===== src/rtl/bp_pkg.sv =====
// Shared definitions for the 2-bit branch predictor.
//   - counter-state encodings for the 2-bit saturating counters
//   - controller FSM state type
//   - PC-to-table-index extraction helper
package bp_pkg;

  localparam logic [1:0] STRONGLY_NOT_TAKEN = 2'b00;
  localparam logic [1:0] WEAKLY_NOT_TAKEN   = 2'b01;
  localparam logic [1:0] WEAKLY_TAKEN       = 2'b10;
  localparam logic [1:0] STRONGLY_TAKEN     = 2'b11;

  typedef enum logic {
    INIT = 1'b0,
    RUN  = 1'b1
  } bht_state_e;

  // Word-aligned PC: drop PC[1:0], keep the next index_bits bits.
  function automatic logic [31:0] pc_to_index(input logic [63:0] pc,
                                              input int unsigned index_bits);
    logic [63:0] mask;
    mask = (64'd1 << index_bits) - 64'd1;
    return 32'((pc >> 2) & mask);
  endfunction

endpackage


===== src/rtl/branchPredictor2Bit.sv =====
// Combinational next-state logic of one 2-bit saturating counter.
// Ports:
//   currentState in  2  counter value before the update
//   branchTaken  in  1  resolved outcome
//   nextState    out 2  counter value after the update
module branchPredictor2Bit
  import bp_pkg::*;
(
  input  logic [1:0] currentState,
  input  logic       branchTaken,
  output logic [1:0] nextState
);

  always_comb begin
    nextState = currentState;
    unique case (currentState)
      STRONGLY_NOT_TAKEN: nextState = branchTaken ? WEAKLY_NOT_TAKEN : STRONGLY_NOT_TAKEN;
      WEAKLY_NOT_TAKEN:   nextState = branchTaken ? WEAKLY_TAKEN     : STRONGLY_NOT_TAKEN;
      WEAKLY_TAKEN:       nextState = branchTaken ? STRONGLY_TAKEN   : WEAKLY_NOT_TAKEN;
      STRONGLY_TAKEN:     nextState = branchTaken ? STRONGLY_TAKEN   : WEAKLY_TAKEN;
      default:            nextState = currentState;
    endcase
  end

endmodule


===== src/rtl/bht_controller.sv =====
// Pattern-history-table controller: flop array of 2-bit counters with one
// lookup port (fetch) and one resolved-branch update port (execute), an
// init sweep after reset, and saturating lookup/mispredict statistics.
// Ports:
//   clk, reset                      clock, synchronous active-high reset
//   predValid/predPC/predReady      lookup request handshake
//   predRespValid/prediction/predState  registered lookup response
//   updValid/updPC/updTaken/updPredicted/updReady  update handshake
//   busy                            init sweep in progress
//   predCount/mispredCount          saturating statistics
module bht_controller
  import bp_pkg::*;
#(
  parameter int unsigned INDEX_BITS = 6,
  parameter int unsigned PC_BITS    = 32,
  parameter logic [1:0]  INIT_STATE = WEAKLY_TAKEN,
  parameter int unsigned CNT_BITS   = 16
) (
  input  logic                clk,
  input  logic                reset,
  input  logic                predValid,
  input  logic [PC_BITS-1:0]  predPC,
  output logic                predReady,
  output logic                predRespValid,
  output logic                prediction,
  output logic [1:0]          predState,
  input  logic                updValid,
  input  logic [PC_BITS-1:0]  updPC,
  input  logic                updTaken,
  input  logic                updPredicted,
  output logic                updReady,
  output logic                busy,
  output logic [CNT_BITS-1:0] predCount,
  output logic [CNT_BITS-1:0] mispredCount
);

  localparam int unsigned ENTRIES = 1 << INDEX_BITS;

  bht_state_e              state_q, state_d;
  logic [INDEX_BITS-1:0]   idx_q;
  logic [1:0]              bht_q [ENTRIES];
  logic [INDEX_BITS-1:0]   pred_idx, upd_idx;
  logic [1:0]              upd_next;
  logic                    pred_acc, upd_acc, sweep_last;

  assign pred_idx   = INDEX_BITS'(pc_to_index(64'(predPC), INDEX_BITS));
  assign upd_idx    = INDEX_BITS'(pc_to_index(64'(updPC), INDEX_BITS));
  assign pred_acc   = predValid & predReady;
  assign upd_acc    = updValid & updReady;
  assign sweep_last = (idx_q == INDEX_BITS'(ENTRIES - 1));

  branchPredictor2Bit u_next (
    .currentState (bht_q[upd_idx]),
    .branchTaken  (updTaken),
    .nextState    (upd_next)
  );

  // FSM state register
  always_ff @(posedge clk) begin
    if (reset) state_q <= INIT;
    else       state_q <= state_d;
  end

  // FSM next state: leave INIT on the edge that writes the last entry
  always_comb begin
    state_d = state_q;
    unique case (state_q)
      INIT:    if (sweep_last) state_d = RUN;
      RUN:     state_d = RUN;
      default: state_d = INIT;
    endcase
  end

  // Handshake/status outputs registered from the next state so they line up with it
  always_ff @(posedge clk) begin
    if (reset) begin
      busy      <= 1'b1;
      predReady <= 1'b0;
      updReady  <= 1'b0;
      idx_q     <= '0;
    end else begin
      busy      <= (state_d == INIT);
      predReady <= (state_d == RUN);
      updReady  <= (state_d == RUN);
      if (state_q == INIT) idx_q <= idx_q + INDEX_BITS'(1);
    end
  end

  // Lookup response; prediction/predState hold when no lookup is accepted
  always_ff @(posedge clk) begin
    if (reset) begin
      predRespValid <= 1'b0;
      prediction    <= 1'b0;
      predState     <= STRONGLY_NOT_TAKEN;
    end else begin
      predRespValid <= pred_acc;
      if (pred_acc) begin
        predState  <= bht_q[pred_idx];
        prediction <= bht_q[pred_idx][1];
      end
    end
  end

  // Saturating statistics; handshakes are low during INIT so they freeze there
  always_ff @(posedge clk) begin
    if (reset) begin
      predCount    <= '0;
      mispredCount <= '0;
    end else begin
      if (pred_acc && (predCount != '1))
        predCount <= predCount + CNT_BITS'(1);
      if (upd_acc && (updPredicted != updTaken) && (mispredCount != '1))
        mispredCount <= mispredCount + CNT_BITS'(1);
    end
  end

  // Table write port: sweep during INIT, counter update during RUN.
  // Not reset; the sweep overwrites every entry.
  always_ff @(posedge clk) begin
    if (state_q == INIT)
      bht_q[idx_q] <= INIT_STATE;
    else if (upd_acc)
      bht_q[upd_idx] <= upd_next;
  end

endmodule


===== config.mk =====
export PLATFORM = sky130hd
export DESIGN_NAME = bht_controller
export DESIGN_NICKNAME = d
export VERILOG_FILES = /design/src/rtl/bp_pkg.sv /design/src/rtl/branchPredictor2Bit.sv /design/src/rtl/bht_controller.sv
export SDC_FILE = /design/constraint.sdc
export NUM_CORES = 1
export LEC_CHECK = 0
export CAP_MARGIN = 20
export CELL_PAD_IN_SITES_DETAIL_PLACEMENT = 1
export CELL_PAD_IN_SITES_GLOBAL_PLACEMENT = 1
export CORE_ASPECT_RATIO = 2
export CORE_MARGIN = 2
export CORE_UTILIZATION = 30
export CTS_CLUSTER_SIZE = 28
export DETAILED_ROUTE_END_ITERATION = 10
export GPL_TIMING_DRIVEN = 0
export PLACE_DENSITY = 0.55
export SYNTH_ARGS = -nofsm -noshare
export SYNTH_HDL_FRONTEND = slang
export SYNTH_SLANG_ARGS = --single-unit

===== constraint.sdc =====
create_clock -name clk -period 6.5 [get_ports clk]
set_input_delay 1.3 -clock clk [delete_from_list [all_inputs] [get_ports clk]]
set_output_delay 1.3 -clock clk [all_outputs]
set_load 0.03 [all_outputs]

==> Flow_metrics.wiki, run 1 <==
{| class="wikitable"
! Metric !! Value
|-
| Result of the run || completed
|-
| Post-DR wirelength/cell || 25.8 um
|-
| Total of endpoints with negative setup slack in the final report || 0
|-
| First-pass iteration count of the detailed router || 4
|-
| Worst Path Buf+Inv || 3
|-
| Peak supply drop || 0.185 mV
|-
| Share of synthesized flip-flops with an asynchronous set or reset || 0
|-
| Period utilisation layout || 0.731
|-
| Min Clock Period, post-route || 4.75 ns
|-
| Crit path max-delay family || simple AND/OR/NAND/NOR gates
|-
| Height of the die || 241 um
|-
| Pin count of the biggest net entering global routing || 41
|-
| RSZ-0062 raised after global routing || no
|-
| TritonCTS clock tree || done
|-
| Total number of clock tree sinks || 171
|-
| FF-to-FF End || bht_q[51][1]
|-
| Number of nets produced by synthesis || 742
|-
| Total of max-cap violations || 0
|-
| Required time at the endpoint of the critical path || 6.67 ns
|-
| Final antenna-violating net count || 0
|-
| Total number of placement rows || 86
|-
| Die Wd || 123 um
|-
| Worst-margin pin slew || 1.07 ns
|-
| DR iter-0 viols || 504
|-
| Count of buffers from port buffering || 50
|-
| Total vias in the final route || 5,931
|-
| Seq cells post-synth || 171
|-
| Top cells by area in the synthesized netlist || sky130_fd_sc_hd__edfxtp_1, sky130_fd_sc_hd__mux4_2, sky130_fd_sc_hd__dfxtp_1, sky130_fd_sc_hd__mux2i_1, sky130_fd_sc_hd__nor2_1
|-
| Worst-path clk slew || 0.06 ns
|-
| Setup_tns || 0 ns
|-
| DRC viols || 0
|-
| Worst skew pair latency || 0.45 ns
|-
| Critical path arrival || 4.92 ns
|-
| Post-CTS setup-driven buffer insertion count || 0
|-
| Post-synth EDFFs || 128
|-
| Clk buf depth || 2
|-
| Number of global-route vias before repair || 6,664
|-
| CP endpoint || bht_q[51][1]
|-
| Number of cell instances on the worst register-to-register path || 8
|-
| Cell count along the critical path || 10
|-
| Pre-CTS worst setup slack || 1.27 ns
|-
| Max transition margin || 0.285
|-
| Clock buffer count from CTS || 17
|-
| Area added between synthesis and finish || 19.0%
|-
| R2r setup slk || 2.96 ns
|-
| Largest area contributor in the synthesized netlist || sky130_fd_sc_hd__edfxtp_1
|-
| Max stage delay on crit path || 0.60 ns
|-
| Number of inserted diodes || 0
|-
| Power density cells || 233 nW/um^2
|-
| Global route total overflow || 0
|-
| Max Fclk || 211 MHz
|-
| Crit path kind || primary input to flip-flop
|-
| Layout Cell Area excl Fill || 10,000 sq um
|-
| Number of top-level pins || 109
|-
| Total routing usage reported by global routing || 0.205
|-
| Worst hold slack after final layout || 0.469 ns
|-
| Worst setup slack after layout || 1.75 ns
|-
| Placeable core area || 27,700 sq um
|-
| Class of the most critical hold timing path || flip-flop to flip-flop
|-
| Starting density of the core || 0.305
|-
| Wire length of the first global-routing pass || 42.5 mm
|-
| Yosys warning count || 0
|-
| Placer Congestion || 0.899
|-
| Layout cell share with drive strength beyond 1 || 0.141
|-
| Post-synthesis area per instance || 12.6 sq um
|-
| Root buffer cell || sky130_fd_sc_hd__clkbuf_16
|-
| Synth unique cells || 51
|-
| Cells after synthesis || 669
|-
| Count of final max-slew check failures || 0
|-
| Half-perimeter wire length of the detailed placement result || 21.8 mm
|-
| Total die area || 29,600 sq um
|-
| Leak Pwr || 3.43 nW
|-
| Worst flop-to-flop path startpoint || bht_q[32][0]
|-
| Setup skew after layout || 0.00865 ns
|-
| Portion of synthesized cell area occupied by the leading cell type || 0.456
|-
| Number of gates resized after cts || 0
|-
| Number of levels in the clock H-tree || 4
|-
| CP Capture Type || flip-flop
|-
| Proportion of synthesized chip area in sequential cells || 0.558
|-
| Via density per instance || 5.37
|-
| Drt total wl || 28.5 mm
|-
| Source of the critical timing path || updPC[2]
|-
| Main synth FF type || sky130_fd_sc_hd__edfxtp_1
|-
| Fillers || 2,940
|-
| Netlist area before placement || 8440 sq um
|-
| Final hold vios || 0
|-
| Maximum fanout encountered on the critical timing path || 40
|-
| Ordered cell list for the critical path || clkdlybuf4s50_1 > buf_6 > mux4_2 > mux2i_1 > or3_1 > o2111ai_1 > or4_1 > maj3_2 > nand2b_2 > buf_12
|-
| Number of hold-repair buffers added at the cts stage || 0
|-
| Startpoint class of the critical path || primary input
|-
| Slowest CP cell || sky130_fd_sc_hd__or4_1
|-
| Cell area after placement || 9470 sq um
|-
| Number of antenna violations at the first check in global routing || 0
|-
| Nets@finish || 814
|}
## cell usage after synthesis (all sizes together) (2+ instances only)
| cell | instances |
|---|---|
| nor4 | 3 |
| a31oi | 3 |
| mux2 | 3 |
| nor2 | 108 |
| and2 | 3 |
| a22o | 2 |
| a211oi | 4 |
| or4 | 4 |
| nand2b | 6 |
| nand4 | 8 |
| o21ai | 18 |
| and3 | 7 |
| dfxtp | 43 |
| nand2 | 61 |
| or3 | 10 |
| mux4 | 50 |
| xor2 | 16 |
| xnor2 | 10 |
| nor2b | 11 |
| clkbuf | 15 |
| nor3 | 2 |
| mux2i | 45 |
| buf | 19 |
| and4 | 4 |
| a21oi | 19 |
| inv | 9 |
| edfxtp | 128 |
| a2111oi | 4 |
| ha | 3 |
| nand3b | 3 |
| o31ai | 4 |
| a22oi | 8 |
| nand3 | 21 |
| a31o | 3 |
## cell type report
type                       instances  area, sq um  share of cell area
sequential                       171         4700               0.469
multi-input combinational        455         3550               0.354
timing repair buffer              53          576              0.0573
tap                              352          440              0.0439
clock buffer                      18          429              0.0428
buffer                            34          163              0.0162
clock inverter                    13          141              0.0141
inverter                           9         33.8             0.00337
## report_power, final
group	leakage, nW	switching, mW	internal (mW)
Combinational	1.50	0.109	0.0620
Clock	0.275	0.438	0.567
Sequential	1.65	0.00341	1.16
Total	3.43	0.551	1.79
## stage by stage
step | power (mW) | util | cells
finish | 2.34 | 0.363 | 1105
global route | 2.42 | 0.363 | 1105
CTS | 2.37 | 0.363 | 1105
detailed placement | 1.36 | 0.342 | 1074
global placement | 1.36 | 0.339 | 1071
floorplan | 1.29 | - | 669
## worst register-to-register path: stages (launching register included)
cell and delay, ns:
sky130_fd_sc_hd__edfxtp_1 0.40, sky130_fd_sc_hd__nor2b_1 0.15, sky130_fd_sc_hd__a2111oi_0 0.61, sky130_fd_sc_hd__or4_1 0.21, sky130_fd_sc_hd__o2111ai_1 0.21, sky130_fd_sc_hd__or4_1 0.60, sky130_fd_sc_hd__maj3_2 0.31, sky130_fd_sc_hd__nand2b_2 0.45
sky130_fd_sc_hd__buf_12 0.32
## sequential cells by signal, summed over array words and instances (netlist names)
signal and count:
updReady 1, prediction 1, predCount 16, idx_q 6
predState 1, busy 1, bht_q 128, mispredCount 16
predRespValid 1
## routing by layer
| metal | track usage | wire, um |
|---|---|---|
| met5 | 0 | 0 |
| met2 | 0.392 | 16100 |
| met1 | 0.194 | 9330 |
| met3 | 0.0326 | 1100 |
| met4 | 0.140 | 1990 |
## cell usage in the layout, fill, tap and decap left out, types with 3 or more instances in the layout
cell type and instances:
sky130_fd_sc_hd__nor4_1 3, sky130_fd_sc_hd__nand3_1 21, sky130_fd_sc_hd__mux4_2 46, sky130_fd_sc_hd__inv_1 9
sky130_fd_sc_hd__o21ai_0 18, sky130_fd_sc_hd__nand2_1 61, sky130_fd_sc_hd__nor2b_1 11, sky130_fd_sc_hd__a211oi_1 4
sky130_fd_sc_hd__buf_4 3, sky130_fd_sc_hd__clkbuf_1 16, sky130_fd_sc_hd__and3_1 7, sky130_fd_sc_hd__clkbuf_16 17
sky130_fd_sc_hd__xnor2_1 10, sky130_fd_sc_hd__a22oi_1 8, sky130_fd_sc_hd__nand3b_1 3, sky130_fd_sc_hd__and4_1 4
sky130_fd_sc_hd__nand2b_1 5, sky130_fd_sc_hd__edfxtp_1 128, sky130_fd_sc_hd__o31ai_1 4, sky130_fd_sc_hd__a31o_2 3
sky130_fd_sc_hd__a21oi_1 18, sky130_fd_sc_hd__nor2_1 108, sky130_fd_sc_hd__buf_2 13, sky130_fd_sc_hd__clkdlybuf4s50_1 50
sky130_fd_sc_hd__xor2_1 16, sky130_fd_sc_hd__and2_1 3, sky130_fd_sc_hd__nand4_1 8, sky130_fd_sc_hd__or3_1 10
sky130_fd_sc_hd__mux2_2 3, sky130_fd_sc_hd__mux2i_1 45, sky130_fd_sc_hd__or4_1 4, sky130_fd_sc_hd__inv_6 5
sky130_fd_sc_hd__ha_1 3, sky130_fd_sc_hd__a2111oi_0 4, sky130_fd_sc_hd__mux4_1 4, sky130_fd_sc_hd__dfxtp_1 43
## logic make-up (layout without fill, tap and decap cells)
logic type,after synthesis,in the layout,synth area share
flip-flops,171,171,0.558
buffers and inverters,43,127,0.0233
multiplexers,98,98,0.193
adder cells (fa/ha/maj),4,4,0.00578
XOR/XNOR,26,26,0.0270
AO/OA/AOI/OAI,74,74,0.0574
AND/OR/NAND/NOR,253,253,0.136
## how the worst min path moves through the flow
stage	startpoint	endpoint	slack (ns)	cells after the start
after floorplan	idx_q[1]	idx_q[1]	0.53	2
after global placement	predState[0]	predState[0]	0.46	2
after detailed placement	predState[0]	predState[0]	0.46	2
after CTS	predState[0]	predState[0]	0.47	2
after global routing	predState[0]	predState[0]	0.49	2
final	predState[0]	predState[0]	0.47	2
Note: power is estimated with default switching activity, not from simulation.
==> run 2, diff against run 1 <==
==> constraint.sdc (replaced) <==
create_clock -name clk -period 4.75 [get_ports clk]
set_input_delay 0.95 -clock clk [delete_from_list [all_inputs] [get_ports clk]]
set_output_delay 0.95 -clock clk [all_outputs]
set_load 0.03 [all_outputs]
==> run 2 against run 1 <==
Sequential share of layout area up 0.38 points. Non-clock buffer count is 1 lower. Sequential power grew 36%. Register-to-register slack worse by 1.8 ns. Flip-flop and latch count unchanged. Hold slack improved by 0.010 ns. Worst setup slack lost 1.6 ns. Clock skew is 0.00087 ns higher. First-iteration DRC count down 18%. Critical endpoint is now bht_q[44][1]. Clock power grew 28%. Routed wire length is 0.22% lower.
==> Flow_metrics.wiki, run 2 (synthesized netlist as in run 1, its figures left out) <==
{| class="wikitable"
! Metric !! Value
|-
| Combinational fraction of design power || 0.076 (+0.003)
|-
| Clk buf depth || 2 (unchanged)
|-
| Total of endpoints with negative setup slack in the final report || 0 (unchanged)
|-
| Top Registers || bht_q (128), mispredCount (16), predCount (16)
|-
| Starting density of the core || 0.305 (unchanged)
|-
| Global route total overflow || 0 (unchanged)
|-
| Max transition margin || 0.285 (about the same)
|-
| Root buffer cell || sky130_fd_sc_hd__clkbuf_16
|-
| Critical path arrival || 4.77 ns (-0.15 ns)
|-
| Max stage delay on crit path || 0.60 ns (about the same)
|-
| Register share of total power || 0.512 (+0.014)
|-
| TritonCTS clock tree || done
|-
| Power Internal || 2.34 mW (+31%)
|-
| Number of top-level pins || 109 (unchanged)
|-
| Maximum fanout encountered on the critical timing path || 40 (unchanged)
|-
| Total routing usage reported by global routing || 0.200 (-0.00513)
|-
| CP Capture Type || flip-flop
|-
| DRC viols || 0 (unchanged)
|-
| Number of inserted diodes || 0 (unchanged)
|-
| Setup skew after layout || 0.00952 ns (+0.000871 ns)
|-
| RSZ-0062 raised after global routing || no
|-
| Layout cell share with drive strength beyond 1 || 0.138 (-0.00247)
|-
| Most used cell along the critical path || sky130_fd_sc_hd__buf_2
|-
| Largest register FFs || 128 (unchanged)
|-
| Max Fclk || 217 MHz
|-
| Count of buffers from port buffering || 50 (unchanged)
|-
| Half-perimeter wire length of the detailed placement result || 21.6 mm (-1.1%)
|-
| Number of gates resized after cts || 0 (unchanged)
|-
| Required time at the endpoint of the critical path || 4.92 ns (-1.75 ns)
|-
| Number of antenna violations at the first check in global routing || 0 (unchanged)
|-
| Setup_tns || 0 ns (unchanged)
|-
| Fillers || 2,933 (-0.24%)
|-
| Nets@finish || 813 (-0.12%)
|-
| Crit path kind || primary input to flip-flop
|-
| FF-to-FF End || bht_q[44][1]
|-
| Area added between synthesis and finish || 18.0%
|-
| Post-CTS setup-driven buffer insertion count || 0 (unchanged)
|-
| Cell count along the critical path || 11 (+1)
|-
| Via density per instance || 5.47 (+1.8%)
|-
| Source of the critical timing path || updPC[4]
|-
| Worst flop-to-flop path startpoint || bht_q[22][0]
|-
| Met3 Wirelength || 1.17 mm (+6.6%)
|-
| Class of the most critical hold timing path || flip-flop to flip-flop
|-
| Uppermost layer routed || met4
|-
| Multi-input logic area || 3550 sq um (unchanged)
|-
| Total vias in the final route || 6,035 (+1.8%)
|-
| Height of the die || 241 um (unchanged)
|-
| Worst-path clk slew || 0.07 ns (about the same)
|-
| Peak supply drop || 0.269 mV (+46%)
|-
| Cell area after placement || 9430 sq um (-0.37%)
|-
| Number of hold-repair buffers added at the cts stage || 0 (unchanged)
|-
| Slowest CP cell || sky130_fd_sc_hd__clkdlybuf4s50_1
|-
| Number of global-route vias before repair || 6,592 (-1.1%)
|-
| Switching pwr || 0.770 mW (+40%)
|-
| Power density cells || 313 nW/um^2 (+34%)
|-
| Switching portion of total power || 0.247 (+0.0121)
|-
| Die Wd || 123 um (unchanged)
|-
| DR iter-0 viols || 413 (-18%)
|-
| Min Clock Period, post-route || 4.61 ns
|-
| Total number of clock tree sinks || 171 (unchanged)
|-
| Met1 WL || 9.21 mm (-1.3%)
|-
| Number of levels in the clock H-tree || 4 (unchanged)
|-
| Total of max-cap violations || 0 (unchanged)
|-
| Pin count of the biggest net entering global routing || 41 (unchanged)
|-
| Worst Path Buf+Inv || 4 (+1)
|-
| Worst skew pair latency || 0.45 ns (about the same)
|-
| Startpoint class of the critical path || primary input
|-
| First-pass iteration count of the detailed router || 4 (unchanged)
|-
| Ordered cell list for the critical path || clkdlybuf4s50_1 > buf_2 > buf_2 > mux4_2 > mux2i_1 > o32ai_1 > a211oi_1 > a41oi_1 > maj3_2 > nand2b_2 > buf_12
|-
| Period utilisation layout || 0.970
|-
| Clock buffer count from CTS || 17 (unchanged)
|-
| Placer Congestion || 0.948 (+5.5%)
|-
| Layout Cell Area excl Fill || 9960 sq um (-0.81%)
|-
| Leak Pwr || 3.39 nW (-1.2%)
|-
| R2r setup slk || 1.16 ns (-1.80 ns)
|-
| Drt total wl || 28.4 mm (-0.22%)
|-
| Worst-margin pin slew || 1.07 ns (+0.000114 ns)
|-
| Final antenna-violating net count || 0 (unchanged)
|-
| Commonest non-fill, non-tap cell in the layout || sky130_fd_sc_hd__edfxtp_1
|-
| Result of the run || completed
|-
| Count of final max-slew check failures || 0 (unchanged)
|-
| Hold Path Depth || 2 (unchanged)
|-
| Clock network power share || 0.412 (-0.017)
|-
| Total number of placement rows || 86 (unchanged)
|-
| Most frequent cells in the layout || sky130_fd_sc_hd__edfxtp_1, sky130_fd_sc_hd__nor2_1, sky130_fd_sc_hd__nand2_1, sky130_fd_sc_hd__clkdlybuf4s50_1, sky130_fd_sc_hd__mux4_2
|-
| Wire length of the first global-routing pass || 41.3 mm (-2.7%)
|-
| Most flop-heavy register || bht_q
|-
| Routed met2 length || 16.4 mm (+1.6%)
|-
| Placeable core area || 27,700 sq um (unchanged)
|-
| Number of cell instances on the worst register-to-register path || 8 (unchanged)
|-
| Crit path max-delay family || buffers and inverters
|-
| FF/Latch Area || 4700 sq um (unchanged)
|-
| Post-DR wirelength/cell || 25.8 um (-0.13%)
|-
| CP endpoint || bht_q[44][1]
|-
| Final hold vios || 0 (unchanged)
|-
| Total die area || 29,600 sq um (unchanged)
|}
## run 2: changes by cell type in the layout (fill, tap and decap cells not counted), sizes merged
cell / before / now
buf: 22 / 21
bufinv: 2 / 0
clkinv: 4 / 6
clkinvlp: 2 / 3
inv: 14 / 13
## run 2: power groups by stage
stage | Combinational, mW | Clock, mW | Sequential (mW)
2_1_floorplan | 0.140 | 0 | 1.63
3_3_place_gp | 0.230 | 0 | 1.63
3_5_place_dp | 0.233 | 0 | 1.63
4_1_cts | 0.234 | 1.31 | 1.59
5_1_grt | 0.246 | 1.36 | 1.59
6_report | 0.235 | 1.28 | 1.59
## run 2: stage by stage
stage                     instances   util  power [mW]  worst slack, ns  hold WS, ns
final                          1104  0.360        3.11            0.141        0.479
after global routing           1104  0.360        3.20           0.0737        0.494
after CTS                      1104  0.360        3.14            0.177        0.482
after detailed placement       1073  0.341        1.86           -0.301        0.473
after global placement         1071  0.339        1.86            -1.49        0.460
after floorplan                 669      -        1.77            0.783        0.525
## run 2: worst min path at each step
stage | from | slack, ns | to
finish | predState[0] | 0.48 | predState[0]
global route | predState[0] | 0.49 | predState[0]
CTS | predState[0] | 0.48 | predState[0]
detailed placement | predState[0] | 0.47 | predState[0]
global placement | predState[0] | 0.46 | predState[0]
floorplan | idx_q[1] | 0.53 | idx_q[1]
## run 2: cell type report
type | count | area share
buffer | 34 | 0.0163
multi-input combinational | 455 | 0.357
sequential | 171 | 0.472
clock inverter | 13 | 0.00955
inverter | 9 | 0.00339
clock buffer | 18 | 0.0431
tap | 352 | 0.0442
timing repair buffer | 52 | 0.0543
## run 2: worst register-to-register path, stage by stage (launching register included)
cell	delay [ns]
sky130_fd_sc_hd__edfxtp_1	0.42
sky130_fd_sc_hd__mux4_2	0.49
sky130_fd_sc_hd__mux2i_1	0.24
sky130_fd_sc_hd__or3_1	0.19
sky130_fd_sc_hd__o2111ai_1	0.24
sky130_fd_sc_hd__or4_1	0.60
sky130_fd_sc_hd__maj3_2	0.32
sky130_fd_sc_hd__nand2b_2	0.46
sky130_fd_sc_hd__buf_12	0.32
## run 2: metal layers
layer,vias to the layer above,global-route usage
met4,0,0.125
met1,3077,0.178
met5,-,0
met2,208,0.398
li1,2677,-
met3,73,0.0352
